<file path="src/rtl/spi_arb_pkg.sv">
// Shared definitions for the two-requester SPI transaction arbiter:
// FSM state encoding and default frame/gap timing.
package spi_arb_pkg;

    typedef enum logic [1:0] {
        ST_IDLE  = 2'd0,
        ST_ISSUE = 2'd1,
        ST_FRAME = 2'd2,
        ST_GAP   = 2'd3
    } arb_state_t;

    localparam int DEF_FRAME_CYCLES = 16;
    localparam int DEF_GAP_CYCLES   = 2;

endpackage

</file>
<file path="src/rtl/spi_frame_counter.sv">
// Loadable 8-bit down-counter with zero flag; times both the FRAME and GAP
// phases of the arbiter. Saturates at zero.
module spi_frame_counter (
    input  logic       m_clk,
    input  logic       n_reset,
    input  logic       load,
    input  logic       dec,
    input  logic [7:0] load_val,
    output logic       zero
);

    logic [7:0] cnt;

    always_ff @(posedge m_clk or negedge n_reset) begin
        if (!n_reset) begin
            cnt <= '0;
        end else if (load) begin
            cnt <= load_val;
        end else if (dec && !zero) begin
            cnt <= cnt - 8'd1;
        end
    end

    assign zero = (cnt == 8'd0);

endmodule

</file>
<file path="src/rtl/spi_txn_arbiter.sv">
// Round-robin arbiter granting one of two requesters a single SPI frame
// on the shared control_unit, with a fixed idle gap between frames.
//
// state    | meaning
// ---------+---------------------------------------------------------------
// ST_IDLE  | sample req0/req1, latch winner's addr/rnw/index
// ST_ISSUE | one-cycle read_request or data_available pulse
// ST_FRAME | FRAME_CYCLES cycles while the frame is shifted out
// ST_GAP   | GAP_CYCLES idle cycles; ack to owner in the first one
module spi_txn_arbiter
    import spi_arb_pkg::*;
#(
    parameter int FRAME_CYCLES = DEF_FRAME_CYCLES,
    parameter int GAP_CYCLES   = DEF_GAP_CYCLES
) (
    input  logic       m_clk,
    input  logic       n_reset,
    input  logic       req0,
    input  logic       req1,
    input  logic       rnw0,
    input  logic       rnw1,
    input  logic [7:0] addr0,
    input  logic [7:0] addr1,
    output logic       ack0,
    output logic       ack1,
    output logic       read_request,
    output logic       data_available,
    output logic [7:0] add_byte,
    output logic       busy,
    output logic       owner
);

    // Counter runs to zero inclusive, so load one less than the phase length.
    localparam logic [7:0] FRAME_LOAD = 8'(FRAME_CYCLES - 1);
    localparam logic [7:0] GAP_LOAD   = 8'(GAP_CYCLES - 1);

    arb_state_t state;
    logic       rr_prio;
    logic       any_req;
    logic       win;
    logic       win_rnw;
    logic       cnt_load;
    logic       cnt_dec;
    logic [7:0] cnt_load_val;
    logic       cnt_zero;

    assign any_req = req0 || req1;
    assign win     = (req0 && req1) ? rr_prio : req1;
    assign win_rnw = win ? rnw1 : rnw0;

    always_comb begin
        cnt_load     = 1'b0;
        cnt_load_val = FRAME_LOAD;
        cnt_dec      = 1'b0;
        case (state)
            ST_IDLE:  cnt_load = any_req;
            ST_FRAME: begin
                cnt_dec      = 1'b1;
                cnt_load     = cnt_zero;
                cnt_load_val = GAP_LOAD;
            end
            ST_GAP:   cnt_dec = 1'b1;
            default:  cnt_load = 1'b0;
        endcase
    end

    spi_frame_counter u_frame_counter (
        .m_clk    (m_clk),
        .n_reset  (n_reset),
        .load     (cnt_load),
        .dec      (cnt_dec),
        .load_val (cnt_load_val),
        .zero     (cnt_zero)
    );

    always_ff @(posedge m_clk or negedge n_reset) begin
        if (!n_reset) begin
            state          <= ST_IDLE;
            read_request   <= 1'b0;
            data_available <= 1'b0;
            ack0           <= 1'b0;
            ack1           <= 1'b0;
            busy           <= 1'b0;
            owner          <= 1'b0;
            add_byte       <= 8'h00;
            rr_prio        <= 1'b0;
        end else begin
            read_request   <= 1'b0;
            data_available <= 1'b0;
            ack0           <= 1'b0;
            ack1           <= 1'b0;
            case (state)
                ST_IDLE: begin
                    if (any_req) begin
                        state          <= ST_ISSUE;
                        busy           <= 1'b1;
                        owner          <= win;
                        add_byte       <= win ? addr1 : addr0;
                        read_request   <= win_rnw;
                        data_available <= !win_rnw;
                    end
                end
                ST_ISSUE: begin
                    state <= ST_FRAME;
                end
                ST_FRAME: begin
                    if (cnt_zero) begin
                        state   <= ST_GAP;
                        ack0    <= !owner;
                        ack1    <= owner;
                        // Pointer moves only on completion: the other side wins next tie.
                        rr_prio <= !owner;
                    end
                end
                ST_GAP: begin
                    if (cnt_zero) begin
                        state <= ST_IDLE;
                        busy  <= 1'b0;
                    end
                end
                default: begin
                    state <= ST_IDLE;
                    busy  <= 1'b0;
                end
            endcase
        end
    end

endmodule
</file>
<file path="config.mk">
export PLATFORM = sky130hd
export DESIGN_NAME = spi_txn_arbiter
export DESIGN_NICKNAME = d
export VERILOG_FILES = /design/src/rtl/spi_arb_pkg.sv /design/src/rtl/spi_frame_counter.sv /design/src/rtl/spi_txn_arbiter.sv
export SDC_FILE = /design/constraint.sdc
export NUM_CORES = 1
export LEC_CHECK = 0
export ABC_AREA = 1
export CAP_MARGIN = 20
export CORE_ASPECT_RATIO = 1.5
export CORE_UTILIZATION = 48
export DETAILED_ROUTE_END_ITERATION = 6
export PLACE_DENSITY = 0.78
export SLEW_MARGIN = 20
export SYNTH_ARGS = -nofsm -noshare
export SYNTH_HDL_FRONTEND = slang
export SYNTH_SLANG_ARGS = --single-unit
</file>
<file path="constraint.sdc">
create_clock -name m_clk -period 4.26 [get_ports m_clk]
set_clock_uncertainty 0.05 [all_clocks]
set_input_delay 0.639 -clock m_clk [delete_from_list [all_inputs] [get_ports m_clk]]
set_output_delay 0.639 -clock m_clk [all_outputs]
set_load 0.1 [all_outputs]
</file>
==> results.ini, run 1 <==
[synth]
ys_seq_area_share_pct = 43.94
synth_area_per_cell_um2 = 8.044
yosysUniqueCellTypes = 28
synth_fp_nets = 204
ys_ff_latch = 25
synthCells = 177
synth_area_um2 = 1424
yosysWarnings = 0

[floorplanning]
pin_count = 36
die_x_um = 46.47
dieArea_um2 = 3193
start_util_pct = 52.08
design.core.area_um2 = 2734
floorplan.die.height_um = 68.71
rows = 23

[timing]
period_share_pct = 58.60
max_freq_mhz = 400.6
hold_violations = 0
slew_viol_final = 0
tns_ns = 0
whs_ns = 0.2997
rsz0062_at_grt = false
slew-limit-headroom_pct = 33.76
finalSetupViolCount = 0
post-route-min-period_ns = 2.496
worst_slew_pin_slew_ns = 0.9904
fin_ws_ns = 1.764

[critical_path]
cp-start-kind = flip-flop
slowest_stage = clkdlybuf4s50_1
rr_worst_depth = 7
cp_top_family = buffers and inverters
worst_ep_arrival_time_ns = 1.81
cp-startpoint = owner
crit_fanout = 3
rr_startpoint = state[0]
path_class = reg -> out
slowest_delay_ns = 1.16
end_kind = output pin
cp.buffers_inverters = 1
worstPathRequired_ns = 3.57
path_cells = clkdlybuf4s50_1
rrSetupSlack_ns = 2.60
rr_endpoint = u_frame_counter.cnt[1]

[clock_network]
htree_levels = 1
path_clk_slew_ns = 0.09
tritoncts = yes
cts_root_buf = clkbuf_8
clockBufferDepth = 2
ctsHoldBuffers = 0
numCtsBuffers = 3
clk-insertion-delay-late_ns = 0.27
clkSinkCount = 25
ctsResizeCount = 0
post_cts_buffers = 0

[route]
avgRoutedWirePerCell_um = 12.12
first_iter_violations = 40
vias_per_cell = 5.024
routed_wl_um = 3017
ant_nets = 0
drc = 0
firstDrtPassIters = 4
num_vias = 1251

[placement]
detailed_place_hpwl_um = 2318
dp_slack_ns = 2.052
io_buffers = 35
place_congestion = 0.7842

[layout]
diodes = 0
fill_cells = 228
finalNetCount = 240
largestRegisters = add_byte: 8 flops, u_frame_counter.cnt: 8 flops, state: 2 flops
drive_gt1_share_pct = 9.434
area.growth.synth_to_final_pct = 27.94

[grt]
grt_pass1_vias = 1294
grt_pass1_wl_um = 5368
grt_overflow = 0
antenna_found_initial = 0
globalRouteTotalUtil_pct = 23.04
grt_max_degree = 26

[min_path]
hold_path_class = in -> async

[flow_run]
cap_violations = 0

[outcome]
outcome = completed

==> cells in the mapped netlist, drive strengths merged <==
library cell  instances  area, um2
dfrtp                25      625.6
a21oi                 1      16.27
or2                   2      15.02
nor2                 27      126.4
o22ai                 1      6.260
nand3                15      80.08
nand4                 4      25.02
ha                    5      62.56
xor2                  1      8.760
nor3                  1      5.000
buf                   4      38.78
inv                  26      100.1
nand2                42      191.4
o21ai                23      122.6
==> worst max-delay path by stage <==
stage | depth (start not counted) | end
after floorplan | 0 | owner
after global placement | 1 | owner
after detailed placement | 1 | owner
after CTS | 1 | owner
after global routing | 1 | owner
final | 1 | owner
==> cells by family after synthesis <==
| logic type | share of synthesized area (%) |
|---|---|
| simple gates | 31.11 |
| compound gates | 10.19 |
| flops | 43.94 |
| fa+ha+maj | 4.394 |
| buf+inv | 9.754 |
| xor+xnor | 0.6152 |
==> final cells by class <==
type	count	area (um2)	share of cell area, %
flip-flops and latches	25	625.6	34.34
inverters	26	100.1	5.494
clock buffers	4	45.04	2.473
well taps	37	46.29	2.541
repair buffers	35	345.3	18.96
multi-input cells	122	659.4	36.19
==> routing by layer <==
layer / share of wire [%] / wire, um / track usage [%] / vias up
li1: - / - / - / 632
met4: 1.7 / 51 / 9.559 / 0
met1: 42 / 1262 / 25.74 / 583
met2: 53 / 1610 / 42.19 / 31
met3: 3.1 / 93 / 2.604 / 5
met5: 0 / 0 / 0 / -
==> cell usage in the layout (no fill, tap or decap) <==
cell type / instances
nand2_4: 2
nor3_1: 1
nand3_2: 1
ha_1: 5
o21ai_2: 2
nor2_2: 1
inv_4: 1
buf_2: 1
clkbuf_8: 3
clkbuf_1: 1
nand3_1: 14
clkdlybuf4s50_1: 34
nand2_8: 1
nor2_1: 23
nand2_2: 1
o21ai_1: 2
nand2_1: 38
o22ai_1: 1
nand4_1: 4
nor2_4: 3
inv_1: 23
xor2_1: 1
inv_2: 2
or2_1: 1
o21ai_0: 19
dfrtp_1: 25
or2_4: 1
a21oi_4: 1
==> per-stage QoR <==
step | utilization, % | cells | area (um2)
after floorplan | - | 177 | 1424
after CTS | 66.64 | 249 | 1822
after global placement | 65.17 | 245 | 1782
final | 66.64 | 249 | 1822
after detailed placement | 64.99 | 245 | 1777
after global routing | 66.64 | 249 | 1822
Power of run 1 is not shown: default switching activity piles up to over one toggle a cycle in this logic, so the estimate is an artifact.
==> run 2, diff against run 1 <==
Clock period 4.26 ns to 2.5 ns, I/O delays scaled along.
==> run 2 against run 1 <==
- highest routed layer unchanged
- setup slack worse by 0.91 ns
- hold slack better by 0.12 ns
- die area stayed put
- non-clock buffer count is 1 higher
- sequential cell count unchanged
- count of clock-buffer cells in the layout did not move
- critical path depth is 6 higher
- cell area down 1.2%
- cell count increased by 0.40%
- sequential share of layout area up 0.43 points
- register-to-register slack worse by 1.7 ns
==> results.ini, run 2 (synthesis gave the netlist of run 1 again) <==
[timing]
tns_ns = 0  ; unchanged
period_share_pct = 65.92
hold_violations = 0  ; unchanged
post-route-min-period_ns = 1.648
worst_slew_pin_slew_ns = 0.3846  ; was 0.9904 ns
finalSetupViolCount = 0  ; unchanged
rsz0062_at_grt = false  ; unchanged
slew-limit-headroom_pct = 74.36  ; was 33.76%
max_freq_mhz = 606.8
slew_viol_final = 0  ; unchanged

[route]
vias_per_cell = 4.888  ; was 5.024
avgRoutedWirePerCell_um = 11.55  ; was 12.12 um
firstDrtPassIters = 4  ; unchanged
routed_wl_um = 2888  ; was 3017 um
drc = 0  ; unchanged
first_iter_violations = 36  ; was 40
num_vias = 1222  ; was 1251
ant_nets = 0  ; unchanged

[clock_network]
clkSinkCount = 25  ; unchanged
ctsResizeCount = 0  ; unchanged
clockBufferDepth = 2  ; unchanged
ctsHoldBuffers = 0  ; unchanged
path_clk_slew_ns = 0.08  ; was 0.09 ns
htree_levels = 1  ; unchanged
tritoncts = yes  ; unchanged
numCtsBuffers = 3  ; unchanged
post_cts_buffers = 0  ; unchanged
cts_root_buf = clkbuf_8  ; unchanged
clk-insertion-delay-late_ns = 0.27  ; about the same

[placement]
detailed_place_hpwl_um = 2349  ; was 2318 um
place_congestion = 0.7916  ; was 0.7842
io_buffers = 35  ; unchanged

[grt]
grt_pass1_wl_um = 5009  ; was 5368 um
grt_pass1_vias = 1214  ; was 1294
globalRouteTotalUtil_pct = 21.93  ; was 23.04%
grt_max_degree = 26  ; unchanged
antenna_found_initial = 0  ; unchanged
grt_overflow = 0  ; unchanged

[min_path]
hold_path_class = in -> async  ; unchanged

[critical_path]
path_cells = inv_1 > ha_1 > or2_1 > nand2_4 > nand3_2 > nand2_1 > nand2_1  ; was clkdlybuf4s50_1
slowest_delay_ns = 0.39  ; was 1.16 ns
worstPathRequired_ns = 2.61  ; was 3.57 ns
cp-start-kind = flip-flop  ; unchanged
crit_fanout = 10  ; was 3
end_kind = flip-flop  ; was output pin
path_class = reg -> reg  ; was reg -> out
crit_top_cell = nand2_1
slowest_stage = or2_1  ; was clkdlybuf4s50_1
worst_ep_arrival_time_ns = 1.76  ; was 1.81 ns

[layout]
mostFrequentLayoutCells = 38 x nand2_1, 25 x dfrtp_1, 23 x inv_1, 23 x nor2_1, 21 x clkdlybuf4s50_1  ; was 38 x nand2_1, 34 x clkdlybuf4s50_1, 25 x dfrtp_1
drive_gt1_share_pct = 15.96  ; was 9.434%
multi_input_area_um2 = 659.4  ; unchanged
finalNetCount = 241  ; was 240
layout.cells.most_common = nand2_1  ; unchanged
diodes = 0  ; unchanged
largestRegisters = add_byte: 8 flops, u_frame_counter.cnt: 8 flops, state: 2 flops  ; unchanged
seqCellArea_um2 = 625.6  ; unchanged
fill_cells = 237  ; was 228
area.growth.synth_to_final_pct = 26.36  ; was 27.94%

[floorplanning]
design.core.area_um2 = 2734  ; unchanged
pin_count = 36  ; unchanged
dieArea_um2 = 3193  ; unchanged
start_util_pct = 52.08  ; unchanged
rows = 23  ; unchanged
floorplan.die.height_um = 68.71  ; unchanged
die_x_um = 46.47  ; unchanged

[outcome]
outcome = completed  ; unchanged

[flow_run]
cap_violations = 0  ; unchanged

-- run 2: cell types whose count changed in the layout (fill, tap and decap cells not counted), sizes merged --
| cell | previous run | this run |
|---|---|---|
| buf | 1 | 15 |
| clkdlybuf4s50 | 34 | 21 |
-- run 2: layout make-up --
type	count	share of cell area, %
Clock buffer	4	2.503
Inverter	26	5.563
Tap cell	37	2.573
Sequential cell	25	34.77
Timing Repair Buffer	36	17.94
Multi-Input combinational cell	122	36.65
-- run 2: worst paths after layout --
| path | start | to | slack, ns | depth (start not counted) |
|---|---|---|---|---|
| worst max-delay path | state[0] | u_frame_counter.cnt[3] | 0.85 | 7 |
| worst min-delay path | n_reset | u_frame_counter.cnt[6] | 0.42 | 2 |
| worst max register to register | state[0] | u_frame_counter.cnt[3] | 0.85 | 7 |
| worst min register to register | add_byte[5] | add_byte[5] | 0.45 | 2 |
| max in group asynchronous | n_reset | add_byte[0] | 1.75 | 2 |
| min in group m_clk | add_byte[5] | add_byte[5] | 0.45 | 2 |
-- run 2: metrics by stage --
stage	setup slack (ns)	area, um2	hold slack [ns]	cells	util [%]
final	0.8519	1799	0.4175	250	65.81
after global placement	0.6979	1754	0.4312	246	64.16
after detailed placement	0.6502	1754	0.4364	246	64.16
after CTS	0.8253	1799	0.4296	250	65.81
after floorplan	1.063	1424	0.02941	177	-
after global routing	0.6812	1799	0.4387	250	65.81
-- run 2: per-layer routing --
metal / vias to the layer above / global-route usage (%) / part of all wire, %
met5: - / 0 / 0
met1: 557 / 21.96 / 39
li1: 629 / - / -
met4: 0 / 8.456 / 1.5
met3: 5 / 3.385 / 3.6
met2: 31 / 42.53 / 56
-- run 2: critical path, delay by kind of cell, from the launching register on --
family        cells  cell delay (ns)
fa+ha+maj         1             0.24
buf+inv           1             0.07
flops             1             0.38
simple gates      5             0.81
Power of run 2 is left out for the same reason.
==> run 3, diff against run 2 <==
Clock period 2.5 ns to 1.7 ns, I/O delays scaled along.
==> run 3 against run 2 <==
- count of clock-buffer cells in the layout is the same
- non-clock buffer count grew 2
- die area is the same
- sequential cell count is the same
- critical path depth grew 2
- first-iteration DRC count grew 19%
- wire length grew 16%
- highest routed layer unchanged
==> results.ini, run 3 (synthesis gave the netlist of run 1 again) <==
[critical_path]
slowest_stage = dfrtp_1  ; was or2_1
cp_top_family = simple AND/OR/NAND/NOR gates  ; unchanged
path_cells = inv_2 > ha_1 > inv_1 > nor2_4 > nand2_4 > nor2_4 > nor2_4 > inv_2 > nor2_1  ; was inv_1 > ha_1 > or2_1 > nand2_4 > nand3_2 > nand2_1 > nand2_1
rr_endpoint = u_frame_counter.cnt[6]  ; was u_frame_counter.cnt[3]
cp-start-kind = flip-flop  ; unchanged
rr_startpoint = u_frame_counter.cnt[0]  ; was state[0]
rr_worst_depth = 9  ; was 7
crit_top_cell = nor2_4  ; was nand2_1
worst_ep_arrival_time_ns = 1.66  ; was 1.76 ns
end_kind = flip-flop  ; unchanged
rrSetupSlack_ns = 0.16  ; was 0.85 ns
worstPathRequired_ns = 1.82  ; was 2.61 ns
slowest_delay_ns = 0.41  ; was 0.39 ns
cp.depth = 9  ; was 7
path_class = reg -> reg  ; unchanged
crit_fanout = 12  ; was 10
cp.buffers_inverters = 3  ; was 1

[outcome]
outcome = completed  ; unchanged

[timing]
max_freq_mhz = 647.5  ; was 606.8 MHz
tns_ns = 0  ; unchanged
slew-limit-headroom_pct = 78.34  ; was 74.36%
hold_violations = 0  ; unchanged
fin_ws_ns = 0.1557  ; was 0.8519 ns
worst_slew_pin_slew_ns = 0.3245  ; was 0.3846 ns
period_share_pct = 90.84  ; was 65.92%
post-route-min-period_ns = 1.544  ; was 1.648 ns
finalSetupViolCount = 0  ; unchanged
rsz0062_at_grt = false  ; unchanged
slew_viol_final = 0  ; unchanged

[route]
avgRoutedWirePerCell_um = 13.27  ; was 11.55 um
routed_wl_um = 3343  ; was 2888 um
num_vias = 1297  ; was 1222
firstDrtPassIters = 4  ; unchanged
vias_per_cell = 5.147  ; was 4.888
ant_nets = 0  ; unchanged
drc = 0  ; unchanged
first_iter_violations = 43  ; was 36

[layout]
finish.instance_area_um2 = 2002  ; was 1799 um2
mostFrequentLayoutCells = 38 x nand2_1, 25 x dfrtp_1, 23 x nor2_1  ; was 38 x nand2_1, 25 x dfrtp_1, 23 x inv_1, 23 x nor2_1, 21 x clkdlybuf4s50_1
fill_cells = 205  ; was 237
area.growth.synth_to_final_pct = 40.60  ; was 26.36%
layout.cells.most_common = nand2_1  ; unchanged
largestRegisters = add_byte: 8 flops, u_frame_counter.cnt: 8 flops, state: 2 flops  ; unchanged
finalNetCount = 243  ; was 241
final_cells = 252  ; was 250
drive_gt1_share_pct = 18.60  ; was 15.96%
diodes = 0  ; unchanged

[placement]
io_buffers = 35  ; unchanged
place_area_um2 = 1944  ; was 1754 um2
place_congestion = 0.8345  ; was 0.7916
place_inst = 248  ; was 246
detailed_place_hpwl_um = 2587  ; was 2349 um
dp_slack_ns = -0.01085  ; was 0.6502 ns

[grt]
grtUsageMet1_pct = 24.01  ; was 21.96%
use_met3_pct = 4.167  ; was 3.385%
grt_busiest_layer = met2  ; unchanged
met2_usage_pct = 46.01  ; was 42.53%
grt_pass1_wl_um = 5582  ; was 5009 um
antenna_found_initial = 0  ; unchanged
grt_overflow = 0  ; unchanged
globalRouteTotalUtil_pct = 24.23  ; was 21.93%
grt_pass1_vias = 1397  ; was 1214
grt_max_degree = 26  ; unchanged

[clock_network]
ctsResizeCount = 0  ; unchanged
numCtsBuffers = 3  ; unchanged
cts_root_buf = clkbuf_8  ; unchanged
clkSinkCount = 25  ; unchanged
htree_levels = 1  ; unchanged
clockBufferDepth = 2  ; unchanged
tritoncts = yes  ; unchanged
clk-insertion-delay-late_ns = 0.27  ; about the same
post_cts_buffers = 0  ; unchanged
ctsHoldBuffers = 0  ; unchanged
path_clk_slew_ns = 0.08  ; about the same

[floorplanning]
dieArea_um2 = 3193  ; unchanged
floorplan.die.height_um = 68.71  ; unchanged
die_x_um = 46.47  ; unchanged
start_util_pct = 52.08  ; unchanged
rows = 23  ; unchanged
design.core.area_um2 = 2734  ; unchanged
pin_count = 36  ; unchanged

[flow_run]
cap_violations = 0  ; unchanged

[min_path]
hold_path_class = in -> async  ; unchanged

run 3: cell count changes in the layout (fill, tap and decap cells not counted), sizes merged:
cell / change
buf: +2
run 3: cell type report:
type                    count  area [um2]  area share (%)
flip-flops and latches     25       625.6           31.25
multi-input cells         122       671.9           33.56
repair buffers             38       513.0           25.62
clock buffers               4       45.04           2.250
well taps                  37       46.29           2.313
inverters                  26       100.1           5.000
run 3: per-stage QoR:
stage	util, %	hold WS [ns]
6_report	73.23	0.2835
5_1_grt	73.23	0.3194
4_1_cts	72.77	0.3021
3_5_place_dp	71.12	0.4667
3_3_place_gp	71.12	0.4550
2_1_floorplan	-	-0.09059
run 3: per-layer routing:
metal | share of wire, % | vias to the layer above
met5 | 0 | -
met4 | 1.8 | 0
met3 | 3.8 | 6
met2 | 59 | 45
met1 | 35 | 614
li1 | - | 632
run 3: worst register-to-register path, stage by stage, from the launching register on:
cell	delay (ns)
dfrtp_1	0.41
inv_2	0.10
ha_1	0.15
inv_1	0.06
nor2_4	0.15
nand2_4	0.14
nor2_4	0.16
nor2_4	0.06
inv_2	0.08
nor2_1	0.06
run 3: worst max-delay path by stage:
stage	from	end	slack [ns]
final	u_frame_counter.cnt[0]	u_frame_counter.cnt[6]	0.16
after global routing	u_frame_counter.cnt[0]	u_frame_counter.cnt[1]	0.04
after CTS	state[0]	u_frame_counter.cnt[2]	0.08
after detailed placement	req0	u_frame_counter.cnt[6]	-0.01
after global placement	req0	u_frame_counter.cnt[5]	0.07
after floorplan	state[0]	u_frame_counter.cnt[1]	0.26
Power of run 3 is left out for the same reason.
